<file path="src/rtl/aes_core_scheduler.sv">
// Round-robin scheduler sharing one AES-128 block core among NUM_REQ requesters.
// One block in flight; a watchdog aborts blocks the core never completes.
module aes_core_scheduler #(
  parameter int NUM_REQ = 4,
  parameter int TIMEOUT = 32,
  localparam int IW = $clog2(NUM_REQ),
  localparam int CW = $clog2(TIMEOUT + 1)
) (
  input  logic                   clk,
  input  logic                   rst_n,
  input  logic [NUM_REQ-1:0]     req_valid,
  output logic [NUM_REQ-1:0]     req_ready,
  input  logic [NUM_REQ*128-1:0] req_plaintext,
  input  logic [NUM_REQ*128-1:0] req_key,
  output logic [NUM_REQ-1:0]     resp_valid,
  input  logic [NUM_REQ-1:0]     resp_ready,
  output logic [127:0]           resp_ciphertext,
  output logic                   resp_err,
  output logic                   core_start,
  output logic [127:0]           core_plaintext,
  output logic [127:0]           core_key,
  input  logic [127:0]           core_ciphertext,
  input  logic                   core_done,
  output logic                   busy,
  output logic [IW-1:0]          grant_id
);

  typedef enum logic [1:0] {
    IDLE,
    ISSUE,
    WAIT,
    RESP
  } state_t;

  state_t          state;
  state_t          state_n;
  logic [IW-1:0]   last_grant;
  logic [IW-1:0]   win;
  logic [IW-1:0]   idx;
  logic            win_ok;
  logic [CW-1:0]   wd_cnt;
  logic [CW-1:0]   wd_inc;
  logic            timeout;

  // Search starts one past the last grant and wraps.
  always_comb begin
    win    = '0;
    win_ok = 1'b0;
    idx    = '0;
    for (int k = 0; k < NUM_REQ; k++) begin
      idx = IW'((int'(last_grant) + 1 + k) % NUM_REQ);
      if (!win_ok && req_valid[idx]) begin
        win_ok = 1'b1;
        win    = idx;
      end
    end
  end

  assign wd_inc  = (wd_cnt == CW'(TIMEOUT)) ? wd_cnt : wd_cnt + 1'b1;
  assign timeout = (wd_inc == CW'(TIMEOUT));

  always_ff @(posedge clk or negedge rst_n) begin
    if (!rst_n) state <= IDLE;
    else        state <= state_n;
  end

  always_comb begin
    state_n = state;
    unique case (state)
      IDLE:    if (win_ok) state_n = ISSUE;
      ISSUE:   state_n = WAIT;
      WAIT:    if (core_done || timeout) state_n = RESP;
      RESP:    if (resp_ready[grant_id]) state_n = IDLE;
      default: state_n = IDLE;
    endcase
  end

  always_ff @(posedge clk or negedge rst_n) begin
    if (!rst_n) begin
      last_grant      <= IW'(NUM_REQ - 1);
      grant_id        <= '0;
      core_plaintext  <= '0;
      core_key        <= '0;
      resp_ciphertext <= '0;
      resp_err        <= 1'b0;
      wd_cnt          <= '0;
    end else begin
      unique case (state)
        IDLE: begin
          if (win_ok) begin
            core_plaintext <= req_plaintext[int'(win)*128 +: 128];
            core_key       <= req_key[int'(win)*128 +: 128];
            grant_id       <= win;
            last_grant     <= win;
          end
        end
        ISSUE: wd_cnt <= '0;
        WAIT: begin
          wd_cnt <= wd_inc;
          // Completion takes precedence over a coincident timeout.
          if (core_done) begin
            resp_ciphertext <= core_ciphertext;
            resp_err        <= 1'b0;
          end else if (timeout) begin
            resp_ciphertext <= '0;
            resp_err        <= 1'b1;
          end
        end
        default: ;
      endcase
    end
  end

  always_comb begin
    req_ready  = '0;
    resp_valid = '0;
    if (rst_n && state == IDLE && win_ok) req_ready[win] = 1'b1;
    if (state == RESP) resp_valid[grant_id] = 1'b1;
  end

  assign core_start = (state == ISSUE);
  assign busy       = (state != IDLE);

endmodule

</file>
<file path="config.mk">
export PLATFORM = sky130hd
export DESIGN_NAME = aes_core_scheduler
export DESIGN_NICKNAME = d
export VERILOG_FILES = /design/src/rtl/aes_core_scheduler.sv
export SDC_FILE = /design/constraint.sdc
export NUM_CORES = 1
export LEC_CHECK = 0
export BUFFER_PORTS_ARGS = -buffer_cell sky130_fd_sc_hd__clkbuf_2
export CAP_MARGIN = 15
export CORE_AREA = 2 2 605 607
export DETAILED_ROUTE_END_ITERATION = 10
export DIE_AREA = 0 0 607 609
export PLACE_DENSITY_LB_ADDON = 0.1
export SYNTH_ARGS = -nofsm -noshare
export SYNTH_HDL_FRONTEND = slang
export SYNTH_SLANG_ARGS = --single-unit
export TNS_END_PERCENT = 20
</file>
<file path="constraint.sdc">
create_clock -name clk -period 2.5 [get_ports clk]
set_input_delay 0 -clock clk [delete_from_list [all_inputs] [get_ports clk]]
set_output_delay 0 -clock clk [all_outputs]
set_load 0.01 [all_outputs]
</file>
Word level (Yosys, flattened, before mapping)

Cells that the tools add are included.
Widths: inputs -> output; s select.

Register bits after elaboration: 397
Input bits: 1163
Output and inout port bits: 397
Word-level logic and storage cells: 83

$add $sub $neg: 5
Order comparisons: 8
Eq/ne operators: 8
Shift-type cells: 2
Muxes and demuxes: 34
Reduce and logical (&&, ||, !) cells: 18

Operator list:

| cell                | count |
|---|---|
| $shiftx 512x10->128 | 2 |
| $mux 128            | 2 |
| $lt 2x3->1 const B  | 6 |
| $mux 2              | 7 |
| $mux 1              | 13 |
| $eq 6x6->1 const B  | 2 |
| $pmux 6 s2          | 1 |
| $bmux 1 s2          | 5 |
| $mux 4              | 2 |
| $pmux 2 s4          | 1 |
| $logic_and 1x1->1   | 7 |
| $add 2x2->2 const B | 3 |
| $add 6x1->6 const B | 1 |
| $mux 6              | 1 |
| $ne 2x2->1 const B  | 3 |
| $reduce_bool 2->1   | 3 |
| $demux 1 s2         | 2 |
| $eq 2x2->1 const B  | 2 |
| $ge 2x1->1 const B  | 2 |
| $reduce_and 2->1    | 2 |
| $logic_not 1->1     | 3 |
| $reduce_and 3->1    | 1 |
| $add 2x1->2 const B | 1 |
| $eq 2x1->1 const B  | 1 |
| other kinds (2)     | 2 |

Logic depth before layout (Yosys ltp)

Depth in word-level cells: 18
Gate-level depth with buffers: 10

Least setup slack after synthesis

Ideal clock, no wire load.

Path kind: register to register
Start: reg last_grant[1]
End: reg core_plaintext[107]
Setup time: 0.125 ns
Arrival time: 2.320 ns
Slack: 0.055 ns
Stages on the path, launching flop included: 9
Buffers on the path: 3
Clock period less this slack: 2.445 ns
Cell sequence: dfstp_2 > mux2_2 > a22oi_1 > and2_1 > buf_6 > buf_6 > buf_6 > mux4_2 > mux2_2

Longest elaborated chain between the ends: 14
Elaborated cells between the ends (all ways): 28
Classes of those cells: add/sub (4); shift (1); mux (16); reduce/logical (7)

RTL lines:

| what                                                 | RTL line | source |
|---|---|---|
| start: declaration                                   | 37       | `logic [IW-1:0] last_grant;` |
| start signal: assignment                             | 80       | `last_grant <= IW'(NUM_REQ - 1);` |
| start signal: assignment                             | 94       | `last_grant <= win;` |
| $add 2x1->2 (*)                                      | 51       | `idx = IW'((int'(last_grant) + 1 + k) % NUM_REQ);` |
| branches (longest 13 deep; another with $add 2x2->2) | --       |  |
| end signal: assignment                               | 91       | `core_plaintext <= req_plaintext[int'(win)*128 +: 128];` |
| end: declaration                                     | 20       | `output logic [127:0] core_plaintext,` |

Mark *: on every way between the ends. The select of a mux whose other input is x is not followed.
A chain may end at the register's enable or synchronous reset.

Worst setup path in the final report

Start: reg last_grant[1]
End: reg core_key[56]

Longest elaborated chain between the ends: 14
Elaborated cells between the ends (all ways): 28
Classes of those cells: add/sub (4); shift (1); mux (16); reduce/logical (7)

RTL lines:

| what                                                 | RTL line | source |
|---|---|---|
| $add 2x1->2 (*)                                      | 51       |  |
| branches (longest 13 deep; another with $add 2x2->2) | --       |  |
| end signal: assignment                               | 92       | `core_key <= req_key[int'(win)*128 +: 128];` |
| end: declaration                                     | 21       | `output logic [127:0] core_key,` |

Marked as above.

==> metrics <==
unrepaired setup endpoints after global routing=yes; buffer and inverter count on the worst path=4; drc violations=0; number of enable flip-flop cells after synthesis=0; drt total wl=242000 µm; Max VDD drop=0.000743 V; proportion of synthesized flip-flops having asynchronous set or reset=between 90% and 100%; Routed WL per cell=24.3 µm; number of setup violations in the final report=~110; quantity of I/O buffers inserted on ports=1559; die outline area=about 370000 µm²; Crit path max-delay family=multiplexers; placer's final routability congestion estimate=0.857; Yosys warnings=0; setup TNS after final layout=-19.13 ns; Ports=1560; transition time at the pin with the least slew margin=0.775 ns; number of antenna violations at the first check in global routing=119; overall fraction of global-route tracks in use=12.6%; number of nets in the final layout=6226; largest net degree at the start of global routing=102; worst-case hold path end point=core_plaintext[90]; setup ws final=-0.237 ns; outcome=finished, violations left; unique cell type count in the Yosys netlist=51; Synth top area share=45.0%; predominant post-synthesis flop cell=sky130_fd_sc_hd__dfrtp_1; Pleak=23.3 nW; Tcrit/Tclk final=109%; power per unit of standard cell area=993 nW/µm²; clock sink count=between 300 and 400; Synth Area per Inst=10.7 µm²; total of max-cap violations=0; number of cells on the worst hold path=4; r2r startpoint=last_grant[1]; share of post-route cells with drive strength above 1=42.9%; number of buffers on the longest clock path=4; fmax=365 MHz; count of vias placed by the detailed router=31500; Die X-Extent=607 µm; worst slew margin relative to its limit=48.4%; stages on the worst setup path=9; clock-pin slew of the registers on the worst-case setup and hold paths=0.06 ns; reg-to-reg setup timing slack=-0.24 ns; min cycle time layout=2.74 ns; Net Count, Synth=3219; total iterations of the first detailed-routing run=5; maximum fanout along the worst path=8; CP startpoint kind=register; number of clock buffers inserted by TritonCTS=76; first-pass GRT wire length=315000 µm; critical path endpoint category=register; worst clock skew=between 0.07 and 0.08 ns; Area growth syn-to-layout=152%; Die Height=around 610 µm; standard cell with the maximum stage delay on the critical path=sky130_fd_sc_hd__dfstp_2; Hold Startpoint=req_plaintext[474]; Cells after Synth=2049; remaining antenna violation count after routing=0; TritonCTS clock tree=built; total core area=364000 µm²; post-synthesis sequential element count=between 300 and 400; Non-Filler Instances=9975; total gr overflow=0; Final Max Tran Viols=0; initial core utilization=~6.0%; share of synthesized area occupied by flip-flops and latches=45.2%; cell taking the most area after synthesis=sky130_fd_sc_hd__dfrtp_1; cell at the root of the clock tree=sky130_fd_sc_hd__clkbuf_16; initial drt markers=1644; data arrival at the endpoint of the critical path=3.35 ns; final hold violation count=0; synth top area cells=sky130_fd_sc_hd__dfrtp_1 (45%), sky130_fd_sc_hd__mux4_2 (12%), sky130_fd_sc_hd__nand3_1 (6.4%), sky130_fd_sc_hd__mux2_2 (6.0%), sky130_fd_sc_hd__a221oi_1 (5.6%); required time worst endpoint=slightly above 3 ns; post-route cell area=about 55000 µm²; number of global-route vias before repair=approximately 33000; number of rows created at floorplan=222; critical path, cell by cell=mux2_4 -> a22oi_2 -> and2_4 -> buf_12 -> buf_12 -> buf_16 -> clkbuf_16 -> mux4_2 -> mux2_4; H-tree levels=3; per-cell via count in the routed design=3.16; violated checks=setup timing; Synth Cell Area=between 20000 and 25000 µm²; instance count after placement with tap cells included=about 8400; sum of net half-perimeters after detailed placement=about 190000 µm; type of the setup path with the least slack=reg -> reg; largest incremental delay on the critical path=0.54 ns; worst min-delay path class=in -> reg; reg-to-reg endpoint=core_key[56]; DP Area=36800 µm²; latest clock arrival within the worst-skew pair=around 0.79 ns; Reg2Reg Depth=9
-- cells by family (layout without fill, tap and decap cells) --
family / Yosys count / after routing / synth area share (%)
flops: 397 / 397 / 45.2
compound gates: 572 / 572 / 18.0
buf+inv: 231 / 3283 / 4.58
xor+xnor: 1 / 1 / 0.0398
fa+ha+maj: 7 / 7 / 0.398
simple gates: 606 / 606 / 13.7
other cells: 0 / 58 / 0
mux: 235 / 235 / 18.0
-- worst register-to-register path, delay by kind of cell (launching register included) --
family / cells / cell delay (ns)
flip-flops: 1 / 0.54
multiplexers: 3 / 1.08
AO/OA/AOI/OAI: 1 / 0.15
AND/OR/NAND/NOR: 1 / 0.20
buffers and inverters: 4 / 0.63
-- report_power, final --
| part | internal (mW) | switching, mW |
|---|---|---|
| Sequential | 9.68 | 2.98 |
| Clock | 6.72 | 4.44 |
| Combinational | 14.0 | 17.1 |
-- worst max-delay path by stage --
stage / slack (ns) / to / startpoint
2_1_floorplan: 0.06 / core_plaintext[107] / last_grant[1]
3_3_place_gp: -0.50 / core_plaintext[125] / last_grant[1]
3_5_place_dp: -0.48 / core_plaintext[125] / last_grant[1]
4_1_cts: -0.30 / core_key[93] / last_grant[1]
5_1_grt: -0.35 / core_key[93] / last_grant[1]
6_report: -0.24 / core_key[56] / last_grant[1]
-- metal layers --
layer	global-route usage, %	wire [µm]	vias up
met2	22.7	122000	1150
met1	15.0	98700	16000
met3	3.19	15800	274
met4	2.35	5390	36
li1	-	-	14100
met5	0	211	-
-- final cells by class --
type / count / area, µm²
Antenna cell: 58 / 145
Clock buffer: 106 / 2170
Clock inverter: 17 / 305
Fill cell: 41500 / 309000
Inverter: 9 / 36.3
Multi-Input combinational cell: 1421 / 11900
Sequential cell: 397 / 9940
Tap cell: 4816 / 6030
Timing Repair Buffer: 3151 / 24800
-- through the flow --
stage	worst slack, ns	util [%]	hold WS (ns)	total power, mW
2_1_floorplan	0.0552	-	-0.296	24.1
3_3_place_gp	-0.498	10.1	-0.0237	39.4
3_5_place_dp	-0.478	10.1	-0.0284	39.3
4_1_cts	-0.301	15.0	0.000971	55.7
5_1_grt	-0.345	15.2	0.0272	58.7
6_report	-0.237	15.2	0.0707	54.9
-- cell usage in the layout, fill, tap and decap left out, types with 90 or more instances in the layout --
cell type and instances:
sky130_fd_sc_hd__o21ai_0 135, sky130_fd_sc_hd__a31oi_1 140, sky130_fd_sc_hd__clkbuf_2 1555, sky130_fd_sc_hd__dlygate4sd3_1 1383, sky130_fd_sc_hd__dfrtp_1 395, sky130_fd_sc_hd__nand3_1 278, sky130_fd_sc_hd__nor2_1 149, sky130_fd_sc_hd__mux4_2 117
sky130_fd_sc_hd__nand2b_1 130, sky130_fd_sc_hd__a22oi_1 128, sky130_fd_sc_hd__buf_4 90
-- sequential cells by signal (all words and copies together) (netlist names) --
name,count
wd_cnt,6
core_key,128
resp_err,1
last_grant,2
resp_ciphertext,128
state,2
core_plaintext,128
grant_id,2
-- timing repair --
action | in CTS | in global routing
hold endpoints to repair | 763 | 0
buffers inserted | 26 | 8
setup endpoints to repair | 183 | 202
gates resized for setup | 110 | 117
pin swaps | 7 | 25
hold buffers | 1384 | 0
cloned | 15 | 5
-- synth_stat cells, types with 3 or more instances --
library cell               number
sky130_fd_sc_hd__a21oi_1        3
sky130_fd_sc_hd__a221oi_1     140
sky130_fd_sc_hd__a22o_1         3
sky130_fd_sc_hd__a22oi_1      129
sky130_fd_sc_hd__a31oi_1      141
sky130_fd_sc_hd__and2_1         3
sky130_fd_sc_hd__and3_1         3
sky130_fd_sc_hd__buf_1         13
sky130_fd_sc_hd__buf_2         21
sky130_fd_sc_hd__buf_4         12
sky130_fd_sc_hd__buf_6          9
sky130_fd_sc_hd__clkbuf_1     167
sky130_fd_sc_hd__dfrtp_1      395
sky130_fd_sc_hd__ha_1           7
sky130_fd_sc_hd__inv_1          9
sky130_fd_sc_hd__mux2_2       117
sky130_fd_sc_hd__mux4_2       117
sky130_fd_sc_hd__nand2_1       22
sky130_fd_sc_hd__nand2b_1     130
sky130_fd_sc_hd__nand3_1      282
sky130_fd_sc_hd__nor2_1       149
sky130_fd_sc_hd__nor2b_1        3
sky130_fd_sc_hd__nor3_1         3
sky130_fd_sc_hd__o211ai_1       3
sky130_fd_sc_hd__o21ai_0      136
(Power assumes the default switching activity.)
